===== src/rtl/count_uart_pkg.sv =====
// count_uart_pkg: shared FSM states, ASCII constants and frame helpers (ASCII mode selected by COUNT_UART_ASCII_EN)
package count_uart_pkg;
  typedef enum logic [2:0] {IDLE, LOAD, START, WAIT_ACK, WAIT_DONE, NEXT_BYTE} state_e;
  localparam logic [7:0] ASCII_CR = 8'h0D;
  localparam logic [7:0] ASCII_LF = 8'h0A;
`ifdef COUNT_UART_ASCII_EN
  localparam bit ASCII_EN = 1'b1;
`else
  localparam bit ASCII_EN = 1'b0;
`endif
  function automatic logic [7:0] hex_to_ascii(input logic [3:0] n);
    return n < 4'd10 ? 8'h30 + {4'h0, n} : 8'h37 + {4'h0, n};
  endfunction
  function automatic int frame_len(input int count_w, input bit ascii);
    return ascii ? count_w / 4 + 2 : count_w / 8;
  endfunction
endpackage


===== src/rtl/count_byte_select.sv =====
// count_byte_select: maps snapshot and byte index to the outgoing byte, MSB first (hex text plus CR/LF under COUNT_UART_ASCII_EN)
module count_byte_select
  import count_uart_pkg::*;
#(
  parameter int COUNT_W = 32,
  parameter int IDX_W = 4
) (
  input  logic [COUNT_W-1:0] snap,
  input  logic [IDX_W-1:0]   idx,
  output logic [7:0]         data
);
`ifdef COUNT_UART_ASCII_EN
  localparam int NIBS = COUNT_W / 4;
  logic [3:0] nib;
  // nibble idx counted from the MSB, terminator bytes after the last nibble
  always_comb begin
    nib = 4'((snap << {idx, 2'b00}) >> (COUNT_W - 4));
    data = idx == IDX_W'(NIBS) ? ASCII_CR : idx == IDX_W'(NIBS + 1) ? ASCII_LF : hex_to_ascii(nib);
  end
`else
  assign data = 8'((snap << {idx, 3'b000}) >> (COUNT_W - 8));
`endif
endmodule


===== src/rtl/count_uart_scheduler.sv =====
// count_uart_scheduler: snapshots the count on request and feeds it byte by byte into the UART (ASCII mode via COUNT_UART_ASCII_EN)
module count_uart_scheduler
  import count_uart_pkg::*;
#(
  parameter int COUNT_W = 32,
  parameter int ACK_TIMEOUT = 15
) (
  input  logic               clk,
  input  logic               i_reset,
  input  logic [COUNT_W-1:0] i_count,
  input  logic               i_send,
  input  logic               i_tx_busy,
  output logic               o_start_transmission,
  output logic [7:0]         o_tx_data,
  output logic               o_busy,
  output logic               o_overrun,
  output logic               o_ack_error
);
  localparam int FLEN = frame_len(COUNT_W, ASCII_EN);
  localparam int IDX_W = $clog2(FLEN + 1);
  localparam int TMO_W = $clog2(ACK_TIMEOUT + 1);
  state_e state_q, state_d;
  logic [COUNT_W-1:0] snap_q, next_q;
  logic [IDX_W-1:0] idx_q, sel_idx;
  logic [TMO_W-1:0] tmo_q;
  logic [7:0] sel_byte;
  logic pend_q, start_d, abort, last, reload;
  assign o_busy = state_q != IDLE;
  assign last = idx_q == IDX_W'(FLEN - 1);
  assign reload = state_q == NEXT_BYTE && last && (pend_q || i_send);
  assign sel_idx = state_q == LOAD ? '0 : idx_q + 1'b1;
  count_byte_select #(.COUNT_W(COUNT_W), .IDX_W(IDX_W)) u_sel (
    .snap(snap_q),
    .idx (sel_idx),
    .data(sel_byte)
  );
  // next state, start request and ack-timeout abort
  always_comb begin
    state_d = state_q;
    start_d = 1'b0;
    abort = 1'b0;
    case (state_q)
      IDLE:      state_d = i_send ? LOAD : IDLE;
      LOAD:      state_d = START;
      START: begin
        start_d = !i_tx_busy;
        state_d = i_tx_busy ? START : WAIT_ACK;
      end
      WAIT_ACK: begin
        abort = !i_tx_busy && tmo_q == TMO_W'(ACK_TIMEOUT - 1);
        state_d = i_tx_busy ? WAIT_DONE : abort ? IDLE : WAIT_ACK;
      end
      WAIT_DONE: state_d = i_tx_busy ? WAIT_DONE : NEXT_BYTE;
      NEXT_BYTE: state_d = !last ? START : reload ? LOAD : IDLE;
      default:   state_d = IDLE;
    endcase
  end
  // state register
  always_ff @(posedge clk or posedge i_reset) begin
    if (i_reset) state_q <= IDLE;
    else state_q <= state_d;
  end
  // snapshot, one-deep pending request, byte index and handshake outputs
  always_ff @(posedge clk or posedge i_reset) begin
    if (i_reset) begin
      snap_q <= '0;
      next_q <= '0;
      pend_q <= 1'b0;
      idx_q <= '0;
      tmo_q <= '0;
      o_tx_data <= '0;
      o_start_transmission <= 1'b0;
      o_overrun <= 1'b0;
      o_ack_error <= 1'b0;
    end else begin
      o_start_transmission <= start_d;
      o_overrun <= (pend_q && (i_send || abort)) || (abort && i_send);
      o_ack_error <= o_ack_error || abort;
      tmo_q <= state_q == WAIT_ACK ? tmo_q + 1'b1 : '0;
      pend_q <= !(reload || abort) && (pend_q || (o_busy && i_send));
      if (o_busy && i_send) next_q <= i_count;
      if (state_q == IDLE && i_send) snap_q <= i_count;
      if (reload) snap_q <= i_send ? i_count : next_q;
      if (state_q == LOAD || (state_q == NEXT_BYTE && !last)) begin
        idx_q <= sel_idx;
        o_tx_data <= sel_byte;
      end
    end
  end
endmodule

===== config.mk =====
export PLATFORM = sky130hd
export DESIGN_NAME = count_uart_scheduler
export DESIGN_NICKNAME = d
export VERILOG_FILES = /design/src/rtl/count_uart_pkg.sv /design/src/rtl/count_byte_select.sv /design/src/rtl/count_uart_scheduler.sv
export SDC_FILE = /design/constraint.sdc
export NUM_CORES = 1
export LEC_CHECK = 0
export BUFFER_PORTS_ARGS = -buffer_cell sky130_fd_sc_hd__buf_2
export CORE_AREA = 2 2 98 100
export DETAILED_ROUTE_END_ITERATION = 10
export DIE_AREA = 0 0 100 102
export SLEW_MARGIN = 15
export SYNTH_ARGS = -nofsm -noshare
export SYNTH_HDL_FRONTEND = slang
export SYNTH_SLANG_ARGS = --single-unit

===== constraint.sdc =====
create_clock -name clk -period 2.7 [get_ports clk]
set_input_delay 0.27 -clock clk [delete_from_list [all_inputs] [get_ports clk]]
set_output_delay 0.27 -clock clk [all_outputs]
set_load 0.05 [all_outputs]

==> impl_metrics.toml, run 1 <==
[setup_path]
critPathMostFrequentCell = "sky130_fd_sc_hd__ha_1"
cp.buffers_inverters = 0
critPathMaxStageDelay_ns = 0.80
cp.arrival_ns = 2.33
crit_path_cell_trace = "ha_1, ha_1, nand2_1, or4b_4, o22ai_2, o21ai_1"
cpLargestDelayFamily = "simple AND/OR/NAND/NOR gates"
crit_type = "reg2reg"
cp-end-kind = "register"
crit_path_top_delay_cell = "sky130_fd_sc_hd__or4b_4"
r2r-start = "idx_q[1]"
worstSetupPathDepth = 6
worst_setup_path_start_kind = "register"
r2r_slack_ns = 0.60
path_max_fanout = 32
r2r_end = "snap_q[16]"
reg2reg_depth = 6
critical_path.endpoint = "snap_q[16]"
cp-startpoint = "idx_q[1]"
cp_data_required_time_ns = 2.93

[floorplanning]
initial_core_util_pct = 43.7
pin_count = 48
fp-row-count = 35
die_y_extent_um = 102
core_area_mm2 = 0.00911
die_w_um = 100
fp.dieArea_mm2 = 0.0102

[placed_design]
placedInstanceArea_mm2 = 0.00427
place.detailed.hpwl_um = 5260
gp_congestion = 0.781
port_buffers = 47

[layout]
diodes = 0
n_fill_cell = 843
flow.area_growth_from_synthesis_pct = 13.5
multiInputGateArea_mm2 = 0.00166
finished_cell_area_mm2 = 0.00451
final_net_count = 422
final_layout_size_suffix_gt1_share_pct = 37.0
area_of_all_sequential_standard_cells_mm2 = 0.00215

[detailed_routing]
drt_iter0_markers = 112
post-route-drc-count = 0
via_count = 2656
route.detailed.vias_per_inst = 5.33
ant_nets = 0
avgRoutedWirePerCell_um = 15.4
detailedRoute.firstPassIterationCount = 4
route.final.wire_length_um = 7680

[global_routing]
grt_overflow = 0
grt_antenna_before_repair = 0
grt_start_max_net_pins = 42
grt_pass1_wl_um = 13200
first_global_vias = 2669
grtUsageTotal_pct = 16.7

[power_and_ir_drop]
swShare_pct = 35.8
p_int_mw = 3.16
clock_power_share_pct = 21.5
p_seq_share_pct = 45.1
power.switching_mw = 1.76
irDropWorstVdd_mv = 0.411
comb_power_share_pct = 33.3
power.density_mw_per_mm2 = 1090
p_leak_nw = 2.00

[clock_network]
clk-insertion-delay-late_ns = 0.35
total_of_cells_resized_after_clock_tree_synthesis = 0
numCtsBuffers = 9
hold_buffers = 1
htree_num_levels = 3
post-cts-setup-buffer-count = 0
clockRootBuffer = "sky130_fd_sc_hd__clkbuf_8"
clk_pin_slew_ns = 0.08
cts_tree = "done"
cts_max_path_buffers = 2
tritoncts_num_sinks = 86

[logic_synthesis]
syn_area_mm2 = 0.00398
synth_common_cells = "sky130_fd_sc_hd__dfrtp_1, sky130_fd_sc_hd__nand2_1, sky130_fd_sc_hd__o21ai_1"
synth_async_sr_flop_share_pct = 100
synthMostInstantiatedCell = "sky130_fd_sc_hd__dfrtp_1"
synthCells = 340
synth_top_area_cell = "sky130_fd_sc_hd__dfrtp_1"
yosysSeqAreaShare_pct = 54.1
synth-edff-count = 0
ys_dominant_reg_cell = "sky130_fd_sc_hd__dfrtp_1"
ys_warn_count = 0
synth.distinct_cells = 40
syn_nets = 380
post_synth_main_area_contributors = "sky130_fd_sc_hd__dfrtp_1, sky130_fd_sc_hd__mux2_2, sky130_fd_sc_hd__o22ai_2"
ys_seq_elements = 86
avg_cell_area_syn_um2 = 11.7
top_area_cell_type_share_of_the_netlist_area_pct = 54.1

[sta]
pin_slew_with_the_least_headroom_to_its_limit_ns = 0.617
unrepaired_setup_endpoints_after_global_routing = "false"
report.final.slew_viol_count = 0
maxSlewHeadroom_pct = 58.8
achievable-frequency_mhz = 475
final-setup-viol-count = 0
final_hold_viol_count = 0
final.setup_skew_ns = 0.00993
period_needed_ns = 2.10
final_min_period_over_clock_period_pct = 77.9
tns_ns = 0
final.hold.worst_slack_ns = 0.145

[min_path]
timing.hold.worst.class = "in2reg"
timing.hold.worst.start = "i_tx_busy"

[flow_run]
cap_violations = 0

[run_status]
result_of_the_run = "finished clean"
==> how the worst min path moves through the flow <==
stage	slack, ns	end	depth (start not counted)
5_1_grt	0.13	o_start_transmission	2
6_report	0.14	o_start_transmission	2
3_5_place_dp	0.37	next_q[16]	2
3_3_place_gp	0.36	next_q[13]	2
2_1_floorplan	0.34	o_start_transmission	1
4_1_cts	0.12	o_start_transmission	2
==> flip-flops by register name, summed over array words and instances (netlist names), 3 cells and up <==
register	cells
next_q	32
snap_q	32
o_tx_data	8
tmo_q	4
idx_q	3
state_q	3
==> power groups by stage <==
stage / sequential [mW] / combinational, mW / clock, mW
floorplan: 2.31 / 1.20 / 0
global placement: 2.24 / 1.63 / 0
detailed placement: 2.25 / 1.66 / 0
CTS: 2.22 / 1.67 / 1.09
global route: 2.30 / 1.85 / 1.17
finish: 2.22 / 1.64 / 1.06
==> final cells by class <==
class                      instances  area share (%)
sequential                        86            47.7
tap                              111            3.08
clock buffer                       9            2.74
timing repair buffer              55            6.87
inverter                           5           0.443
clock inverter                     7            2.49
multi-input combinational        225            36.7
==> logic make-up after synthesis <==
| family | after synthesis | share of synthesized area, % |
|---|---|---|
| adders and majority gates | 5 | 1.51 |
| AOI/OAI and AO/OA | 104 | 19.7 |
| DFF | 86 | 54.1 |
| and+or+nand+nor | 74 | 8.62 |
| xor gates and xnor gates | 2 | 0.441 |
| muxes | 40 | 11.3 |
| buffers and inverters | 29 | 4.25 |
==> layer usage <==
layer  global-route usage (%)  up-vias  wire [µm]
met5                        0        -          0
met4                     4.85        0         80
met3                     4.38        7        355
met2                     25.4       57       3570
met1                     23.7     1284       3670
li1                         -     1308          -
==> through the flow <==
| stage | power [mW] | utilization, % | instances | setup slack (ns) |
|---|---|---|---|---|
| floorplan | 3.51 | - | 340 | 0.208 |
| global placement | 3.86 | 46.9 | 481 | 0.654 |
| detailed placement | 3.91 | 46.9 | 481 | 0.613 |
| CTS | 4.98 | 49.6 | 498 | 0.597 |
| global route | 5.31 | 49.6 | 498 | 0.459 |
| finish | 4.92 | 49.6 | 498 | 0.597 |
==> layout by cell type (no fill, tap or decap), types with 6 or more instances in the layout <==
cell type / instances
sky130_fd_sc_hd__o22ai_1: 10
sky130_fd_sc_hd__buf_4: 6
sky130_fd_sc_hd__o21ai_1: 40
sky130_fd_sc_hd__o21ai_0: 12
sky130_fd_sc_hd__buf_2: 47
sky130_fd_sc_hd__nand2_1: 48
sky130_fd_sc_hd__dfrtp_1: 86
sky130_fd_sc_hd__nor2_1: 7
sky130_fd_sc_hd__o22ai_2: 30
sky130_fd_sc_hd__clkbuf_8: 9
sky130_fd_sc_hd__mux2_2: 38
(Power assumes the default switching activity.)
==> run 2, diff against run 1 <==
ABC_AREA = 1   (was default)
CORE_AREA = 2 2 101 103   (was 2 2 98 100)
DIE_AREA = 0 0 103 105   (was 0 0 100 102)
clock period = 2.1 ns   (was 2.7 ns; I/O delays follow)
==> impl_metrics.toml, run 2 <==
[layout]
finished_cell_area_mm2 = 0.00479
n_fill_cell = 992
most-common-layout-cells = "sky130_fd_sc_hd__nand2_1, sky130_fd_sc_hd__dfrtp_1, sky130_fd_sc_hd__nand3_1"
number_of_standard_cells_in_the_final_layout_excluding_fillers = 705
flow.area_growth_from_synthesis_pct = 13.1
final_net_count = 608
diodes = 0
final_layout_size_suffix_gt1_share_pct = 19.4
reg_top3 = "next_q (32), snap_q (32), o_tx_data (8)"
final_core_util_pct = 49.7
mostFrequentLayoutCell = "sky130_fd_sc_hd__nand2_1"

[power_and_ir_drop]
total_power_mw = 6.91
power.density_mw_per_mm2 = 1440
irDropWorstVdd_mv = 0.522
p_leak_nw = 2.49

[sta]
unrepaired_setup_endpoints_after_global_routing = "false"
pin_slew_with_the_least_headroom_to_its_limit_ns = 0.554
final.hold.worst_slack_ns = 0.111
final_min_period_over_clock_period_pct = 87.0
layout_setup_ws_ns = 0.272
maxSlewHeadroom_pct = 63.0
final.setup_skew_ns = 0.00877
period_needed_ns = 1.83
tns_ns = 0
report.final.slew_viol_count = 0
final-setup-viol-count = 0
final_hold_viol_count = 0
achievable-frequency_mhz = 547

[detailed_routing]
detailed_routed_wire_length_on_met3_um = 332
route.detailed.vias_per_inst = 4.90
ant_nets = 0
drt-met1-wl_um = 4790
post-route-drc-count = 0
drt_iter0_markers = 204
detailedRoute.firstPassIterationCount = 5
route.final.wire_length_um = 9510
avgRoutedWirePerCell_um = 13.5
wl_met2_um = 4280
top_layer = "met4"
via_count = 3457

[logic_synthesis]
syn_area_mm2 = 0.00423
ys_seq_elements = 86
synth.distinct_cells = 24
syn_nets = 569
dominant_combinational_cell_family_by_area_after_synthesis = "simple AND/OR/NAND/NOR gates"
synth-edff-count = 0
synthMostInstantiatedCell = "sky130_fd_sc_hd__nand2_1"
synth_compound_area_share_pct = 4.49
ys_warn_count = 0
synth_async_sr_flop_share_pct = 100
synthCells = 529
yosysSeqAreaShare_pct = 50.8
synth_common_cells = "sky130_fd_sc_hd__nand2_1, sky130_fd_sc_hd__dfrtp_1, sky130_fd_sc_hd__nand3_1"
synth-xor-area-share_pct = 0.414
top_area_cell_type_share_of_the_netlist_area_pct = 50.8
ys_dominant_reg_cell = "sky130_fd_sc_hd__dfrtp_1"
synthMuxAreaShare_pct = 0
post_synth_simple_gate_area_pct = 33.7
avg_cell_area_syn_um2 = 8.00
synth_top_area_cell = "sky130_fd_sc_hd__dfrtp_1"
post_synth_main_area_contributors = "sky130_fd_sc_hd__dfrtp_1, sky130_fd_sc_hd__nand2_1, sky130_fd_sc_hd__nand3_1"
synth_adder_area_share_pct = 1.18

[placed_design]
dpl.cell_count = 689
pre_cts_setup_slack_ns = 0.274
place.detailed.hpwl_um = 6340
placedInstanceArea_mm2 = 0.00458
gp_congestion = 0.826
port_buffers = 47

[clock_network]
cts_max_path_buffers = 2
total_of_cells_resized_after_clock_tree_synthesis = 0
clk_pin_slew_ns = 0.08
clk-insertion-delay-late_ns = 0.35
clockRootBuffer = "sky130_fd_sc_hd__clkbuf_8"
numCtsBuffers = 9
cts_tree = "done"
htree_num_levels = 3
tritoncts_num_sinks = 86

[setup_path]
cp-startpoint = "idx_q[0]"
reg2reg_depth = 8
cp.arrival_ns = 2.02
r2r-start = "idx_q[0]"
worst_setup_path_start_kind = "register"
crit_type = "reg2reg"
cp-end-kind = "register"
cp_data_required_time_ns = 2.29
path_max_fanout = 33

[floorplanning]
fp.dieArea_mm2 = 0.0108
initial_core_util_pct = 43.9
die_w_um = 103
die_y_extent_um = 105
core_area_mm2 = 0.00964
pin_count = 48
fp-row-count = 36

[global_routing]
grt_start_max_net_pins = 87
grt_pass1_wl_um = 16000
grt_overflow = 0
grtUsageTotal_pct = 18.7
first_global_vias = 3199
grt_antenna_before_repair = 0

[flow_run]
cap_violations = 0

[min_path]
timing.hold.worst.start = "i_count[6]"
worst_hold_path.num_cells = 3
timing.hold.worst.class = "in2reg"

[run_status]
result_of_the_run = "finished clean"
-- run 2: cell types whose count changed after synthesis, sizes merged, moves of 5 or more --
| cell | before | now |
|---|---|---|
| inv | 5 | 62 |
| clkbuf | 6 | 13 |
| nand3 | 1 | 64 |
| nor2 | 7 | 31 |
| nand2b | 5 | 0 |
| nand4 | 0 | 35 |
| o21ai | 52 | 12 |
| a21oi | 4 | 26 |
| o22ai | 40 | 0 |
| mux2 | 40 | 0 |
| nand2 | 48 | 141 |
| or2 | 1 | 32 |
-- run 2: cell families after synthesis --
logic type      Yosys count
xor+xnor                  2
simple gates            307
buf+inv                  92
fa+ha+maj                 4
compound gates           38
flops                    86
-- run 2: power breakdown --
group / internal, mW / leakage [nW] / switching, mW / total [mW]
clock: 0.658 / 0.106 / 0.569 / 1.23
combinational: 0.928 / 1.37 / 1.97 / 2.90
sequential: 2.42 / 1.01 / 0.364 / 2.79
-- run 2: worst max-delay path, cell delays in order, from the launching register on --
cell	delay, ns
sky130_fd_sc_hd__dfrtp_1	0.39
sky130_fd_sc_hd__ha_1	0.20
sky130_fd_sc_hd__ha_1	0.18
sky130_fd_sc_hd__nand2_1	0.13
sky130_fd_sc_hd__nor3_4	0.05
sky130_fd_sc_hd__nand2_1	0.09
sky130_fd_sc_hd__nand2_2	0.07
sky130_fd_sc_hd__inv_2	0.41
sky130_fd_sc_hd__nand4_1	0.15
-- run 2: final timing paths --
path / end / slack, ns
setup / recovery: state_q[0] / 0.27
hold / removal: next_q[6] / 0.11
setup reg to reg: state_q[0] / 0.27
hold reg to reg: o_ack_error / 0.47
max in group asynchronous: next_q[26] / 1.20
min in group asynchronous: o_tx_data[4] / 0.51
-- run 2: layout make-up --
| class | count | area (µm²) | area share, % |
|---|---|---|---|
| well taps | 133 | 166 | 3.48 |
| multi-input cells | 351 | 1690 | 35.3 |
| clock inverters | 5 | 75.1 | 1.57 |
| flip-flops and latches | 86 | 2150 | 44.9 |
| clock buffers | 10 | 128 | 2.67 |
| repair buffers | 57 | 338 | 7.06 |
| inverters | 63 | 240 | 5.02 |
-- run 2: routing by layer --
layer,global-route usage [%],up-vias
met2,26.3,52
met4,6.20,0
li1,-,1768
met1,28.3,1626
met5,0,-
met3,4.08,11
-- run 2: timing repair --
item                      4_1_cts  5_1_grt
setup buffers                   0        0
hold endpoints to repair       12        0
hold buffers                    1        0
